**src/rtl/scandoubler_ctrl_if.sv**
```systemverilog
// Video timing inputs, user requests and scandoubler mode outputs of scandoubler_ctrl.
// The master drives video timing and requests; the slave (the controller) returns mode status.
interface scandoubler_ctrl_if;
    logic        ce_pix;
    logic        hs_in;
    logic        vs_in;
    logic        force_sd;
    logic        hq2x_req;
    logic        sd_en;
    logic        hq2x_en;
    logic        locked;
    logic        is_15k;
    logic [11:0] line_pix;
    logic [10:0] frame_lines;
    logic        mode_chg;

    modport master (
        output ce_pix, hs_in, vs_in, force_sd, hq2x_req,
        input  sd_en, hq2x_en, locked, is_15k, line_pix, frame_lines, mode_chg
    );

    modport slave (
        input  ce_pix, hs_in, vs_in, force_sd, hq2x_req,
        output sd_en, hq2x_en, locked, is_15k, line_pix, frame_lines, mode_chg
    );
endinterface

```
**src/rtl/scandoubler_ctrl.sv**
```systemverilog
// Measures incoming video line/frame timing, locks onto stable timing and decides when
// the scandoubler (and HQ2x) is enabled; mode changes are applied only at frame start.
module scandoubler_ctrl #(
    parameter logic [15:0] HTHRESH       = 16'd4800,
    parameter logic [2:0]  STABLE_FRAMES = 3'd4,
    parameter logic [15:0] TIMEOUT       = 16'hFFFF
) (
    input logic               clk_sys,
    input logic               reset_n,
    scandoubler_ctrl_if.slave vid
);

    typedef enum logic [1:0] {NOSIG, SEARCH, VERIFY, LOCK} state_t;

    localparam logic [2:0] LOCK_CNT = STABLE_FRAMES - 3'd1;

    state_t      state_q, state_d;
    logic        hs_q, hs_d, hs_prev_q, hs_prev_d;
    logic        vs_q, vs_d, vs_prev_q, vs_prev_d;
    logic [15:0] cyc_q, cyc_d;
    logic [11:0] pix_q, pix_d;
    logic [10:0] lines_q, lines_d;
    logic [15:0] snap_cyc_q, snap_cyc_d;
    logic [11:0] snap_pix_q, snap_pix_d;
    logic        frame_ok_q, frame_ok_d;
    logic [15:0] ref_cyc_q, ref_cyc_d;
    logic [11:0] ref_pix_q, ref_pix_d;
    logic [10:0] ref_lines_q, ref_lines_d;
    logic [2:0]  fcnt_q, fcnt_d;
    logic [11:0] line_pix_q, line_pix_d;
    logic [10:0] frame_lines_q, frame_lines_d;
    logic        sd_en_q, sd_en_d;
    logic        hq2x_en_q, hq2x_en_d;
    logic        mode_chg_q, mode_chg_d;

    logic        hs_fall, vs_fall;
    logic        line_ok, frame_match;
    logic [16:0] cyc_x, ref_x;
    logic        sd_t, hq_t, upd;

    assign hs_fall = hs_prev_q & ~hs_q;
    assign vs_fall = vs_prev_q & ~vs_q;

    assign cyc_x       = {1'b0, cyc_q};
    assign ref_x       = {1'b0, ref_cyc_q};
    assign line_ok     = (pix_q == ref_pix_q) && (cyc_x + 17'd2 >= ref_x) && (cyc_x <= ref_x + 17'd2);
    // The line closed by an hs edge coincident with vs still belongs to the ending frame.
    assign frame_match = frame_ok_q && (!hs_fall || line_ok) && (lines_q == ref_lines_q);

    always_comb begin
        hs_d       = vid.hs_in;
        vs_d       = vid.vs_in;
        hs_prev_d  = hs_q;
        vs_prev_d  = vs_q;
        cyc_d      = cyc_q;
        pix_d      = pix_q;
        lines_d    = lines_q;
        snap_cyc_d = snap_cyc_q;
        snap_pix_d = snap_pix_q;
        frame_ok_d = frame_ok_q;

        if (hs_fall) begin
            cyc_d      = 16'd1;
            pix_d      = {11'd0, vid.ce_pix};
            snap_cyc_d = cyc_q;
            snap_pix_d = pix_q;
        end else begin
            if (cyc_q != '1) cyc_d = cyc_q + 16'd1;
            if (vid.ce_pix && (pix_q != '1)) pix_d = pix_q + 12'd1;
        end

        if (vs_fall) begin
            lines_d    = {10'd0, hs_fall};
            frame_ok_d = 1'b1;
        end else if (hs_fall) begin
            if (lines_q != '1) lines_d = lines_q + 11'd1;
            frame_ok_d = frame_ok_q & line_ok;
        end
    end

    always_comb begin
        state_d     = state_q;
        fcnt_d      = fcnt_q;
        ref_cyc_d   = ref_cyc_q;
        ref_pix_d   = ref_pix_q;
        ref_lines_d = ref_lines_q;

        if (!hs_fall && (cyc_q >= TIMEOUT)) begin
            state_d = NOSIG;
        end else begin
            unique case (state_q)
                NOSIG: begin
                    if (hs_fall) state_d = SEARCH;
                end
                SEARCH, VERIFY: begin
                    if (vs_fall) begin
                        if ((state_q == VERIFY) && frame_match) begin
                            if (fcnt_q != '1) fcnt_d = fcnt_q + 3'd1;
                            if (fcnt_d >= LOCK_CNT) state_d = LOCK;
                        end else begin
                            ref_cyc_d   = hs_fall ? cyc_q : snap_cyc_q;
                            ref_pix_d   = hs_fall ? pix_q : snap_pix_q;
                            ref_lines_d = lines_q;
                            fcnt_d      = '0;
                            state_d     = VERIFY;
                        end
                    end
                end
                LOCK: begin
                    if ((hs_fall && !line_ok) || (vs_fall && !frame_match)) state_d = SEARCH;
                end
                default: state_d = NOSIG;
            endcase
        end
    end

    always_comb begin
        // Target uses the next state so the enable follows lock on the very vs edge that locks.
        sd_t          = vid.force_sd | ((state_d == LOCK) && (ref_cyc_q >= HTHRESH));
        hq_t          = sd_t & vid.hq2x_req;
        upd           = vs_fall || (state_q == NOSIG);
        sd_en_d       = upd ? sd_t : sd_en_q;
        hq2x_en_d     = upd ? hq_t : hq2x_en_q;
        mode_chg_d    = (sd_en_d != sd_en_q) || (hq2x_en_d != hq2x_en_q);
        line_pix_d    = (state_d == LOCK) ? ref_pix_q : line_pix_q;
        frame_lines_d = (state_d == LOCK) ? ref_lines_q : frame_lines_q;
    end

    always_ff @(posedge clk_sys or negedge reset_n) begin
        if (!reset_n) begin
            state_q       <= NOSIG;
            hs_q          <= 1'b0;
            hs_prev_q     <= 1'b0;
            vs_q          <= 1'b0;
            vs_prev_q     <= 1'b0;
            cyc_q         <= '0;
            pix_q         <= '0;
            lines_q       <= '0;
            snap_cyc_q    <= '0;
            snap_pix_q    <= '0;
            frame_ok_q    <= 1'b0;
            ref_cyc_q     <= '0;
            ref_pix_q     <= '0;
            ref_lines_q   <= '0;
            fcnt_q        <= '0;
            line_pix_q    <= '0;
            frame_lines_q <= '0;
            sd_en_q       <= 1'b0;
            hq2x_en_q     <= 1'b0;
            mode_chg_q    <= 1'b0;
        end else begin
            state_q       <= state_d;
            hs_q          <= hs_d;
            hs_prev_q     <= hs_prev_d;
            vs_q          <= vs_d;
            vs_prev_q     <= vs_prev_d;
            cyc_q         <= cyc_d;
            pix_q         <= pix_d;
            lines_q       <= lines_d;
            snap_cyc_q    <= snap_cyc_d;
            snap_pix_q    <= snap_pix_d;
            frame_ok_q    <= frame_ok_d;
            ref_cyc_q     <= ref_cyc_d;
            ref_pix_q     <= ref_pix_d;
            ref_lines_q   <= ref_lines_d;
            fcnt_q        <= fcnt_d;
            line_pix_q    <= line_pix_d;
            frame_lines_q <= frame_lines_d;
            sd_en_q       <= sd_en_d;
            hq2x_en_q     <= hq2x_en_d;
            mode_chg_q    <= mode_chg_d;
        end
    end

    assign vid.locked      = (state_q == LOCK);
    assign vid.is_15k      = (state_q == LOCK) && (ref_cyc_q >= HTHRESH);
    assign vid.line_pix    = line_pix_q;
    assign vid.frame_lines = frame_lines_q;
    assign vid.sd_en       = sd_en_q;
    assign vid.hq2x_en     = hq2x_en_q;
    assign vid.mode_chg    = mode_chg_q;

endmodule
```
**src/flat_wrapper.sv**
```systemverilog
// flat-port wrapper written by rule: the top's interface ports become plain ports
module scandoubler_ctrl_flat 
#(
    parameter logic [15:0] HTHRESH       = 16'd4800,
    parameter logic [2:0]  STABLE_FRAMES = 3'd4,
    parameter logic [15:0] TIMEOUT       = 16'hFFFF
)
  (clk_sys, reset_n, vid_ce_pix, vid_hs_in, vid_vs_in, vid_force_sd, vid_hq2x_req, vid_sd_en, vid_hq2x_en, vid_locked, vid_is_15k, vid_line_pix, vid_frame_lines, vid_mode_chg);
  scandoubler_ctrl_if vid_i ();
  input logic clk_sys;
  input logic reset_n;
  input wire logic [$bits(vid_i.ce_pix)-1:0] vid_ce_pix;
  input wire logic [$bits(vid_i.hs_in)-1:0] vid_hs_in;
  input wire logic [$bits(vid_i.vs_in)-1:0] vid_vs_in;
  input wire logic [$bits(vid_i.force_sd)-1:0] vid_force_sd;
  input wire logic [$bits(vid_i.hq2x_req)-1:0] vid_hq2x_req;
  output wire logic [$bits(vid_i.sd_en)-1:0] vid_sd_en;
  output wire logic [$bits(vid_i.hq2x_en)-1:0] vid_hq2x_en;
  output wire logic [$bits(vid_i.locked)-1:0] vid_locked;
  output wire logic [$bits(vid_i.is_15k)-1:0] vid_is_15k;
  output wire logic [$bits(vid_i.line_pix)-1:0] vid_line_pix;
  output wire logic [$bits(vid_i.frame_lines)-1:0] vid_frame_lines;
  output wire logic [$bits(vid_i.mode_chg)-1:0] vid_mode_chg;
  assign vid_i.ce_pix = vid_ce_pix;
  assign vid_i.hs_in = vid_hs_in;
  assign vid_i.vs_in = vid_vs_in;
  assign vid_i.force_sd = vid_force_sd;
  assign vid_i.hq2x_req = vid_hq2x_req;
  assign vid_sd_en = vid_i.sd_en;
  assign vid_hq2x_en = vid_i.hq2x_en;
  assign vid_locked = vid_i.locked;
  assign vid_is_15k = vid_i.is_15k;
  assign vid_line_pix = vid_i.line_pix;
  assign vid_frame_lines = vid_i.frame_lines;
  assign vid_mode_chg = vid_i.mode_chg;
  scandoubler_ctrl #(.HTHRESH(HTHRESH), .STABLE_FRAMES(STABLE_FRAMES), .TIMEOUT(TIMEOUT)) u_core (.clk_sys(clk_sys), .reset_n(reset_n), .vid(vid_i));
endmodule
```
**config.mk**
```make
export PLATFORM = sky130hd
export DESIGN_NAME = scandoubler_ctrl_flat
export DESIGN_NICKNAME = d
export VERILOG_FILES = /design/src/rtl/scandoubler_ctrl_if.sv /design/src/rtl/scandoubler_ctrl.sv /design/src/flat_wrapper.sv
export SDC_FILE = /design/constraint.sdc
export NUM_CORES = 1
export LEC_CHECK = 0
export BUFFER_PORTS_ARGS = -buffer_cell sky130_fd_sc_hd__buf_2
export CAP_MARGIN = 15
export CORE_MARGIN = 4
export CORE_UTILIZATION = 60
export DETAILED_ROUTE_END_ITERATION = 12
export HOLD_SLACK_MARGIN = 0.02
export PLACE_DENSITY = 0.8
export RECOVER_POWER = 50
export SETUP_SLACK_MARGIN = 0.2
export SYNTH_ARGS = -nofsm -noshare
export SYNTH_HDL_FRONTEND = slang
export SYNTH_SLANG_ARGS = --single-unit
```
**constraint.sdc**
```tcl
create_clock -name clk_sys -period 10.5 [get_ports clk_sys]
set_input_delay 2.1 -clock clk_sys [delete_from_list [all_inputs] [get_ports clk_sys]]
set_output_delay 2.1 -clock clk_sys [all_outputs]
set_load 0.03 [all_outputs]
```
After elaboration in Yosys (flattened, before gate mapping)
Index checks and enable logic that the tools add are counted.
Storage, ports and cells
  register bits after elaboration: 142
  input port bits: 7
  output and inout port bits: 28
Cells by class
  add/sub/neg operators: 6
  magnitude comparators: 5
  equality and inequality tests: 12
  muxes and demuxes: 26
  bitwise operators: 9
  reductions and logical operators: 27
Operator list (number)
  two-way mux 16 bit: 3
  two-way mux 12 bit: 3
  adder 16 x 2 -> 17 bit (second input constant): 2
  two-way mux 11 bit: 3
  two-way mux 3 bit: 6
  >= comparator 17 x 16 -> 1 bit: 1
  <= comparator 16 x 17 -> 1 bit: 1
  adder 16 x 1 -> 16 bit (second input constant): 1
  >= comparator 16 x 13 -> 1 bit (second input constant): 1
  >= comparator 16 bit (second input constant): 1
  != test 16 bit (second input constant): 1
  adder 12 x 1 -> 12 bit (second input constant): 1
  equality test 12 bit: 1
  two-way mux 2 bit: 6
  != test 12 bit (second input constant): 1
  adder 11 x 1 -> 11 bit (second input constant): 1
  equality test 11 bit: 1
  logical AND 1 bit: 11
  != test 11 bit (second input constant): 1
  nonzero test 2 bit: 4
  equality test 2 bit (second input constant): 3
  case mux 2 bit (3 select lines): 1
  AND 1 bit: 4
  logical OR 1 bit: 4
  other kinds (14): 23

Logic depth before layout (Yosys ltp)
Gate-level depths: netlist (run 1).
  word-level depth: 25
  depth in mapped cells: 18

Least setup slack after synthesis (run 1)
OpenSTA, ideal clock, no wires.
  path kind: register to register
  start: reg u_core.cyc_q[2]
  end: reg u_core.frame_lines_q[0] (netlist: u_core.vid.frame_lines[0])
  setup time: 0.125 ns
  arrival: 3.868 ns
  required time: 10.375 ns
  setup slack: 6.507 ns
  cell stages (with the launch flop): 19
  path buffers: 2
  period minus slack after synthesis: 3.993 ns
  path through: dfrtp_1 ha_1 nand3_1 nor2_1 nand3_1 nor2_1 nand3_1 xnor2_1 ha_1 and3_2 a221oi_1 o221a_1 o31ai_4 and3_4 o211ai_4 and3_1 buf_6 buf_12 mux2_4
On the way
  cells in the longest elaborated chain, start to end: 14
  elaborated cells between the ends (all ways): 22
Ends and longest elaborated chain
  from (decl): RTL line scandoubler_ctrl.sv:20  | logic [15:0] cyc_q, cyc_d;
  from (signal assigned): RTL line scandoubler_ctrl.sv:157  | cyc_q <= cyc_d;
  adder 16 x 2 -> 17 bit: RTL line scandoubler_ctrl.sv:46  | assign line_ok = (pix_q == ref_pix_q) && (cyc_x + 17'd2 >= ref_x) && (cyc_x <= ref_x + 17'd2);
  >= comparator 17 x 16 -> 1 bit: RTL line scandoubler_ctrl.sv:46
  logical AND 1 bit (2 in series): RTL line scandoubler_ctrl.sv:46
  logical OR 1 bit: RTL line scandoubler_ctrl.sv:48  | assign frame_match = frame_ok_q && (!hs_fall || line_ok) && (lines_q == ref_lines_q);
  logical AND 1 bit (2 in series): RTL line scandoubler_ctrl.sv:48
  logical NOT 1 bit: RTL line scandoubler_ctrl.sv:110  | if ((hs_fall && !line_ok) || (vs_fall && !frame_match)) state_d = SEARCH;
  logical AND 1 bit: RTL line scandoubler_ctrl.sv:110
  logical OR 1 bit: RTL line scandoubler_ctrl.sv:110
  two-way mux 2 bit: RTL line scandoubler_ctrl.sv:110
  case mux 2 bit (3 select lines): RTL line scandoubler_ctrl.sv:91  | unique case (state_q)
  two-way mux 2 bit (*): RTL line scandoubler_ctrl.sv:88  | if (!hs_fall && (cyc_q >= TIMEOUT)) begin
  equality test 2 bit (*): RTL line scandoubler_ctrl.sv:126  | frame_lines_d = (state_d == LOCK) ? ref_lines_q : frame_lines_q;
  to (signal assigned): RTL line scandoubler_ctrl.sv:168  | frame_lines_q <= frame_lines_d;
  to (decl): RTL line scandoubler_ctrl.sv:31  | logic [10:0] frame_lines_q, frame_lines_d;
Every way passes the cells marked *; elsewhere a longest branch is shown, timed or not.
A chain may end at the register's enable or synchronous reset.

==> flow_metrics.env, run 1 <==
export IMPL_die_area_mm2=0.0144
export IMPL_dp_cells=914
export IMPL_synth_cells=735
export IMPL_p_leak_nw=4.09
export IMPL_slew_violations=176
export IMPL_fin_cells=945
export IMPL_insertion_delay_ns=0.42
export IMPL_slowest_delay_ns=2.93
export IMPL_cts_buffer_depth=2
export IMPL_ys_ff_latch=142
export IMPL_startpoint="reset_n"
export IMPL_rows=40
export IMPL_tightest_slew_ns=4.25
export IMPL_grt_max_degree=81
export IMPL_drt_total_wl_um=16700
export IMPL_fin_worst_skew_ns=0.00559
export IMPL_path_delay_family="buffers and inverters"
export IMPL_antenna_found_initial=0
export IMPL_dp_hpwl_um=11300
export IMPL_netlist_cell_type_count=65
export IMPL_rsz0062_at_grt="false"
export IMPL_final_hold_viol_count=0
export IMPL_cp_end_kind="async pin"
export IMPL_final_common_cell="dfrtp_1"
export IMPL_cts_buffers=17
export IMPL_place_congestion=0.920
export IMPL_cp_cell_sequence="clkbuf_1 -> buf_4"
export IMPL_cp_start_kind="input port"
export IMPL_port_buffer_count=34
export IMPL_drt_iter0_drc=370
export IMPL_power_density_mw_per_mm2=237
export IMPL_violations="max-capacitance violations, max-slew violations"
export IMPL_required_ns=10.96
export IMPL_relSlewSlack_pct=-183
export IMPL_setup_ws_ns=4.82
export IMPL_power_total_mw=1.98
export IMPL_grt_pass1_wl_um=28800
export IMPL_die_x_um=120
export IMPL_crit_arrival_ns=6.14
export IMPL_h_tree_depth=4
export IMPL_cts_hold_buf=0
export IMPL_hp_start="u_core.hs_prev_d"
export IMPL_synth_edf_count=0
export IMPL_fin_crit_ns=5.68
export IMPL_cts_resized=0
export IMPL_drc=0
export IMPL_initial_core_util_pct=62.0
export IMPL_synth_ff_type="dfrtp_1"
export IMPL_drive_gt1_share_pct=16.6
export IMPL_r2r_start="u_core.cyc_q[2]"
export IMPL_outcome="finished with violations"
export IMPL_final_cell_mix="dfrtp_1, nand2_1, nor2_1, a21oi_1, ha_1"
export IMPL_wl_per_cell_um=17.7
export IMPL_firstDrtPassIters=5
export IMPL_holdWs_ns=0.384
export IMPL_vias_per_cell=5.79
export IMPL_grt_pass1_vias=5809
export IMPL_root_buffer="clkbuf_16"
export IMPL_syn_area_mm2=0.00754
export IMPL_finalSetupViolCount=0
export IMPL_fin_nets=813
export IMPL_fin_util_pct=68.6
export IMPL_async_reset_ff_share_pct=100
export IMPL_dr_total_vias=5475
export IMPL_hold_class="reg -> reg"
export IMPL_core_mm2=0.0122
export IMPL_place_area_mm2=0.00778
export IMPL_grt_overflow_total=0
export IMPL_clkTransAtPathRegs_ns=0.06
export IMPL_final_cell_area_mm2=0.00834
export IMPL_syn_to_final_growth_pct=10.7
export IMPL_pre_cts_slack_ns=5.83
export IMPL_min_period_over_period_pct=54.1
export IMPL_die_y_um=120
export IMPL_ir_drop_v=0.000173
export IMPL_antenna_cells=0
export IMPL_yosys_warnings=0
export IMPL_max_clock_freq_ghz=0.176
export IMPL_max_cap_viol_count=3
export IMPL_syn_avg_cell_area_um2=10.3
export IMPL_post_cts_buffers=0
export IMPL_io_pins=35
export IMPL_cts_tree="built"
export IMPL_finalSetupTns_ns=0
export IMPL_ant_nets=0
export IMPL_clock_sinks=142
export IMPL_worst_path_max_fanout=80
export IMPL_crit_type="in -> async"
export IMPL_syn_nets=783
export IMPL_cp_slowest_cell="clkbuf_1"
export IMPL_grtUsageTotal_pct=25.1
export IMPL_cp_num_buf_inv=2
export IMPL_synth_seq_area_share_pct=47.1
report_power, final:
part | switching, mW | internal (mW) | leakage, nW | total, mW
logic | 0.385 | 0.263 | 1.91 | 0.648
registers | 0.0892 | 0.635 | 1.89 | 0.724
clock network | 0.228 | 0.378 | 0.287 | 0.607
state kept, by name, summed over array words and instances (netlist names), 3 cells and up:
signal / flops
u_core.cyc_q: 16
u_core.fcnt_q: 3
u_core.lines_q: 11
u_core.pix_q: 12
u_core.ref_cyc_q: 16
u_core.ref_lines_q: 11
u_core.ref_pix_q: 12
u_core.snap_cyc_q: 16
u_core.snap_pix_q: 12
u_core.vid.frame_lines: 11
u_core.vid.line_pix: 12
area by class of cell:
class | instances | area, µm²
clock buffer | 21 | 450
clock inverter | 10 | 139
sequential | 142 | 3550
multi-input combinational | 538 | 3700
tap | 168 | 210
timing repair buffer | 40 | 195
inverter | 26 | 97.6
fill | 918 | 3820
cell usage after synthesis (2+ instances only):
library cell    n  share of area [%]
clkbuf_2        2               0.13
a21oi_1        50                3.3
o21ai_0        25                1.7
o211a_1         2               0.27
inv_1          26                1.3
and2b_2         2               0.23
nand2_1       127                6.3
o211ai_1        2               0.20
and4_2          2               0.27
xor2_1         31                3.6
a211oi_1        2               0.20
nor3_1          5               0.33
nor2_1         55                2.7
clkbuf_8        2               0.37
clkbuf_1       16               0.80
nand4_1        13                1.1
nor4_2          3               0.50
mux2i_1         2               0.27
a21o_2          2               0.23
buf_12          2               0.53
buf_6           3               0.45
nor3b_1         2               0.20
dfrtp_1       142                 47
and3_1          3               0.25
nor4_1          4               0.33
nand3_1        26                1.7
o21a_1          3               0.30
mux2_4         20                4.0
o22ai_1         2               0.17
o21bai_1        2               0.20
buf_2           3               0.20
and3_2          2               0.20
xnor2_1        36                4.2
nand2b_1        4               0.33
ha_1           41                6.8
mux2_2         27                4.0
or3_1          13                1.1
nor2b_1         4               0.33
layer usage:
metal  vias up  track usage [%]  wire, µm
met1      2718             32.5      7110
li1       2580                -         -
met4         0             9.45       396
met3        36             5.33       747
met2       141             41.4      8450
met5         -                0         0
worst paths after layout:
path                                     endpoint  slack, ns  cells after the start
min in group asynchronous         u_core.cyc_q[7]       3.17                      1
max in group clk_sys       u_core.vid.line_pix[0]       5.62                     17
setup reg to reg           u_core.vid.line_pix[0]       5.62                     17
setup / recovery                  u_core.pix_q[4]       4.82                      2
hold / removal                   u_core.hs_prev_q       0.38                      0
hold reg to reg                  u_core.hs_prev_q       0.38                      0
logic make-up (layout without fill, tap and decap cells):
logic type      after synthesis  after routing  share of synthesized area [%]
fa+ha+maj                    41             41                           6.80
buf+inv                      55             97                           3.87
mux                          49             49                           8.28
flops                       142            142                           47.1
simple gates                277            277                           17.6
compound gates              104            104                           8.58
xor+xnor                     67             67                           7.78
No activity file was read; power rests on OpenSTA's default activity.
==> run 2: changes to the inputs <==
Settings changed: ABC_AREA set to 1.
Clock period 10.5 ns to 5.8 ns, I/O delays scaled along.
==> run 2 against run 1 <==
  * The flow still finishes with violations (max-capacitance violations, max-slew violations)
  * Clock power increased by 70%
  * Cell count up 21%
  * Largest cell class is now flip-flops and latches
  * Flip-flop and latch count did not move
  * Non-clock buffer count is 3 lower
  * Clock skew barely moved
  * Register-to-register slack lost 4.6 ns
==> flow_metrics.env, run 2 <==
export IMPL_cts_tree="built"
export IMPL_cp_slowest_cell="clkbuf_1"
export IMPL_synth_top_cell_by_area="dfrtp_1"
export IMPL_grt_pass1_vias=5900
export IMPL_crit_arrival_ns=5.08
export IMPL_cts_resized=0
export IMPL_ys_ff_latch=142
export IMPL_cts_buffers=17
export IMPL_core_mm2=0.0122
export IMPL_slowest_delay_ns=1.95
export IMPL_synth_cells=929
export IMPL_syn_area_mm2=0.00756
export IMPL_grtUsageTotal_pct=23.9
export IMPL_rows=40
export IMPL_synth_edf_count=0
export IMPL_hold_path_end="u_core.vs_prev_q"
export IMPL_grt_pass1_wl_um=28000
export IMPL_finalSetupViolCount=0
export IMPL_drc=0
export IMPL_r2r_start="u_core.hs_prev_q"
export IMPL_yosysMostFrequentCell="nand2_1"
export IMPL_cts_buffer_depth=2
export IMPL_power_density_mw_per_mm2=382
export IMPL_synth_common_cells="nand2_1, dfrtp_1, inv_1, o21ai_0, nor2_1"
export IMPL_synth_seq_area_share_pct=47.0
export IMPL_violations="max-capacitance violations, max-slew violations"
export IMPL_initial_core_util_pct=62.2
export IMPL_die_y_um=120
export IMPL_ir_drop_v=0.000243
export IMPL_drt_total_wl_um=16100
export IMPL_cp_start_kind="flip-flop"
export IMPL_fin_nets=1010
export IMPL_cp_cell_sequence="inv_1 -> nor2_2 -> clkbuf_1 -> clkinv_1 -> clkbuf_1 -> a21oi_1 -> nor2_1 -> a21boi_2 -> nand2_2 -> mux2_4"
export IMPL_min_path_cells=0
export IMPL_fin_crit_ns=4.77
export IMPL_fin_cells=1142
export IMPL_place_congestion=0.943
export IMPL_async_reset_ff_share_pct=100
export IMPL_slew_violations=216
export IMPL_final_hold_viol_count=0
export IMPL_final_common_cell="nand2_1"
export IMPL_rrSetupSlack_ns=1.03
export IMPL_path_delay_family="buffers and inverters"
export IMPL_hp_start="u_core.vs_prev_d"
export IMPL_relSlewSlack_pct=-83.0
export IMPL_clock_sinks=142
export IMPL_outcome="finished with violations"
export IMPL_vias_per_cell=5.30
export IMPL_cpMostUsedCell="clkbuf_1"
export IMPL_antenna_cells=0
export IMPL_grt_overflow_total=0
export IMPL_grt_max_degree=103
export IMPL_required_ns=6.11
export IMPL_dp_hpwl_um=11000
export IMPL_die_x_um=120
export IMPL_synth_top_cell_area_share_pct=47.0
export IMPL_power_total_mw=3.21
export IMPL_max_clock_freq_ghz=0.210
export IMPL_rsz0062_at_grt="false"
export IMPL_rr_endpoint="u_core.vid.frame_lines[5]"
export IMPL_drive_gt1_share_pct=9.14
export IMPL_max_cap_viol_count=3
export IMPL_synth_ff_type="dfrtp_1"
export IMPL_h_tree_depth=4
export IMPL_cp_end_kind="flip-flop"
export IMPL_syn_to_final_growth_pct=11.3
export IMPL_ff2ff_path_depth=10
export IMPL_post_cts_buffers=0
export IMPL_fin_worst_skew_ns=0.00601
export IMPL_crit_type="reg -> reg"
export IMPL_cp_num_buf_inv=4
export IMPL_syn_avg_cell_area_um2=8.14
export IMPL_final_cell_mix="nand2_1, dfrtp_1, inv_1, o21ai_0, nor2_1"
export IMPL_p_leak_nw=4.17
export IMPL_min_period_over_period_pct=82.3
export IMPL_reg_largest_list="u_core.cyc_q: 16 flops, u_core.ref_cyc_q: 16 flops, u_core.snap_cyc_q: 16 flops"
export IMPL_root_buffer="clkbuf_16"
export IMPL_dp_cells=1111
export IMPL_wl_per_cell_um=14.1
export IMPL_dr_total_vias=6054
export IMPL_ys_top_cells_by_area="dfrtp_1, nand2_1, ha_1"
export IMPL_syn_nets=977
export IMPL_firstDrtPassIters=5
export IMPL_ant_nets=0
export IMPL_tightest_slew_ns=2.75
export IMPL_worst_path_max_fanout=70
export IMPL_cts_hold_buf=0
export IMPL_antenna_found_initial=0
export IMPL_insertion_delay_ns=0.42
export IMPL_clkTransAtPathRegs_ns=0.06
export IMPL_drt_iter0_drc=518
export IMPL_finalSetupTns_ns=0
export IMPL_yosys_warnings=0
export IMPL_die_area_mm2=0.0145
export IMPL_hold_class="reg -> reg"
export IMPL_port_buffer_count=34
export IMPL_netlist_cell_type_count=44
export IMPL_io_pins=35
-- run 2: cell types whose count changed in the layout (fill, tap and decap cells not counted), moves of 14 or more --
cell,before,now
inv_1,26,132
nand2_1,126,232
o21ai_0,25,100
xnor2_1,36,1
mux2_2,27,1
nor3_1,5,24
mux2_4,20,4
a21oi_1,50,36
-- run 2: where the power goes --
group	total, mW	switching, mW	internal, mW
combinational	0.959	0.647	0.312
clock	1.03	0.405	0.621
sequential	1.23	0.103	1.12
total	3.21	1.16	2.06
-- run 2: metal layers --
metal	vias to the layer above	track usage [%]	share of wire, %
li1	3052	-	-
met1	2845	33.8	47
met2	133	37.3	46
met3	24	4.96	4.5
met4	0	7.37	1.7
met5	-	0	0
-- run 2: area by class of cell --
cell class                 count  area [µm²]
fill                         948        3750
sequential                   142        3550
multi-input combinational    624        3380
inverter                     140         526
clock buffer                  22         474
tap                          168         210
timing repair buffer          37         180
clock inverter                 9        86.3
-- run 2: through the flow --
step	utilization (%)	instance area, µm²	hold slack (ns)	setup slack, ns
after floorplan	-	7560	0.354	2.31
after global placement	64.7	7870	0.363	1.36
after detailed placement	64.7	7870	0.366	1.21
after CTS	69.3	8430	0.383	1.11
after global routing	69.2	8410	0.401	0.500
final	69.2	8410	0.385	1.03
-- run 2: logic make-up after synthesis --
kind of cell | count (synthesis) | share of synthesized area (%)
adders and majority gates | 41 | 6.78
DFF | 142 | 47.0
buffers and inverters | 163 | 8.29
AOI/OAI and AO/OA | 169 | 12.0
xor gates and xnor gates | 37 | 4.29
and+or+nand+nor | 372 | 20.7
muxes | 5 | 0.943
-- run 2: worst max-delay path by stage --
stage                              startpoint                         end  slack, ns  cells after the start
after floorplan           u_core.ref_cyc_q[1]  u_core.vid.frame_lines[10]       2.31                     26
after global placement    u_core.ref_cyc_q[1]         u_core.ref_cyc_q[3]       1.36                     22
after detailed placement  u_core.ref_cyc_q[1]         u_core.ref_cyc_q[3]       1.21                     22
after CTS                 u_core.ref_cyc_q[1]         u_core.ref_pix_q[4]       1.11                     22
after global routing      u_core.ref_cyc_q[1]        u_core.ref_cyc_q[14]       0.50                     22
final                        u_core.hs_prev_q   u_core.vid.frame_lines[5]       1.03                     10
-- run 2: worst reg2reg max path, delay by kind of cell, from the launching register on --
family | cells | cell delay, ns
AO/OA/AOI/OAI | 2 | 0.42
buffers and inverters | 4 | 2.67
flip-flops | 1 | 0.36
multiplexers | 1 | 0.48
AND/OR/NAND/NOR | 3 | 0.74
==> run 3: changes to the inputs <==
Clock period 5.8 ns to 4.4 ns, I/O delays scaled along.
==> run 3 against run 2 <==
  * The flow still finishes with violations (max-capacitance violations, max-slew violations)
  * Cell count rose by 0.35%
  * Worst hold slack lost 0.0073 ns
  * Highest routed layer unchanged
  * Die area did not move
==> flow_metrics.env, run 3 (synthesis results as in run 2) <==
export IMPL_outcome="finished with violations"
export IMPL_violations="max-capacitance violations, max-slew violations"
export IMPL_dr_total_vias=6152
export IMPL_clkTransAtPathRegs_ns=0.06
export IMPL_rows=40
export IMPL_final_cell_area_mm2=0.00852
export IMPL_die_x_um=120
export IMPL_power_density_mw_per_mm2=520
export IMPL_grtUsageTotal_pct=23.6
export IMPL_io_pins=35
export IMPL_ir_drop_v=0.000315
export IMPL_fin_crit_ns=3.83
export IMPL_die_area_mm2=0.0145
export IMPL_die_y_um=120
export IMPL_wl_per_cell_um=14.3
export IMPL_firstDrtPassIters=5
export IMPL_cts_tree="built"
export IMPL_crit_type="reg -> reg"
export IMPL_final_hold_viol_count=0
export IMPL_drive_gt1_share_pct=9.51
export IMPL_cp_end_kind="flip-flop"
export IMPL_hold_class="reg -> reg"
export IMPL_grt_max_degree=100
export IMPL_grt_pass1_wl_um=27500
export IMPL_insertion_delay_ns=0.43
export IMPL_power_total_mw=4.43
export IMPL_port_buffer_count=34
export IMPL_fin_nets=1015
export IMPL_cpMostUsedCell="nand2_1"
export IMPL_holdWs_ns=0.378
export IMPL_h_tree_depth=4
export IMPL_antenna_found_initial=0
export IMPL_vias_per_cell=5.37
export IMPL_cp_cell_sequence="inv_2 -> nor3_4 -> nand2_2 -> nor2_2 -> nand3_1 -> xor2_1 -> inv_1 -> ha_1 -> nand2_1 -> nor2_1 -> nand4_1 -> o21ai_0 -> nor2_1 -> a21oi_2 -> nand2_1 -> nand2_2 -> nand4_2 -> nand2_2 -> nand2_1 -> nand2_1 -> a21boi_4 -> nand2_4 -> mux2_2"
export IMPL_drc=0
export IMPL_finalSetupViolCount=0
export IMPL_grt_pass1_vias=5895
export IMPL_max_cap_viol_count=1
export IMPL_cts_buffers=17
export IMPL_fin_worst_skew_ns=0.0170
export IMPL_p_leak_nw=4.20
export IMPL_rrSetupSlack_ns=0.57
export IMPL_required_ns=4.71
export IMPL_reg_largest_list="u_core.cyc_q: 16 flops, u_core.ref_cyc_q: 16 flops, u_core.snap_cyc_q: 16 flops"
export IMPL_max_clock_freq_ghz=0.261
export IMPL_drt_total_wl_um=16400
export IMPL_initial_core_util_pct=62.2
export IMPL_crit_arrival_ns=4.15
export IMPL_clock_sinks=142
export IMPL_cp_num_buf_inv=2
export IMPL_finalSetupTns_ns=0
export IMPL_grt_overflow_total=0
export IMPL_tightest_slew_ns=2.39
export IMPL_syn_to_final_growth_pct=12.6
export IMPL_cts_buffer_depth=2
export IMPL_final_cell_mix="nand2_1, dfrtp_1, inv_1, o21ai_0, nor2_1"
export IMPL_ant_nets=0
export IMPL_antenna_cells=0
export IMPL_root_buffer="clkbuf_16"
export IMPL_core_mm2=0.0122
export IMPL_drt_iter0_drc=446
export IMPL_cts_hold_buf=0
export IMPL_cp_start_kind="flip-flop"
export IMPL_fillers=945
export IMPL_slowest_delay_ns=0.43
export IMPL_dp_hpwl_um=11200
export IMPL_min_period_over_period_pct=87.1
export IMPL_cp_slowest_cell="dfrtp_1"
export IMPL_slew_violations=100
export IMPL_place_area_mm2=0.00790
export IMPL_final_common_cell="nand2_1"
export IMPL_relSlewSlack_pct=-59.4
export IMPL_place_congestion=0.933
export IMPL_path_delay_family="simple AND/OR/NAND/NOR gates"
export IMPL_worst_path_max_fanout=10
export IMPL_rsz0062_at_grt="false"
run 3: final timing paths:
path | cells past startpoint | start | endpoint
max in group asynchronous | 2 | reset_n | u_core.snap_cyc_q[5]
setup / recovery | 23 | u_core.cyc_q[7] | u_core.vid.frame_lines[4]
hold reg to reg | 0 | u_core.hs_prev_d | u_core.hs_prev_q
setup reg to reg | 23 | u_core.cyc_q[7] | u_core.vid.frame_lines[4]
hold / removal | 0 | u_core.hs_prev_d | u_core.hs_prev_q
min in group asynchronous | 1 | reset_n | u_core.ref_cyc_q[11]
run 3: where the power goes:
group | switching (mW) | internal, mW
logic | 0.916 | 0.444
registers | 0.137 | 1.48
clock network | 0.535 | 0.916
run 3: what timing repair did:
| item | 4_1_cts | 5_1_grt |
|---|---|---|
| setup buffers | 0 | 0 |
| endpoints found under the hold margin | 0 | 0 |
| resized for setup | 0 | 9 |
| setup endpoints to repair | 0 | 53 |
run 3: stage by stage:
step / util, % / instances / setup WS, ns
after floorplan: - / 929 / 0.907
after global placement: 65.0 / 1115 / 0.458
after detailed placement: 65.0 / 1115 / 0.244
after CTS: 69.9 / 1145 / 0.212
after global routing: 70.0 / 1146 / 0.219
final: 70.0 / 1146 / 0.566
run 3: per-layer routing:
layer	GRT usage, %	part of all wire (%)
met1	33.1	47
met2	36.8	47
met3	4.44	4.5
met4	8.99	1.4
met5	0	0
run 3: layout make-up:
cell class,instances,area (µm²),share of cell area [%]
inverter,140,528,6.20
timing repair buffer,41,211,2.48
sequential,142,3550,41.7
clock buffer,21,460,5.41
multi-input combinational,625,3420,40.1
tap,168,210,2.47
clock inverter,9,136,1.60
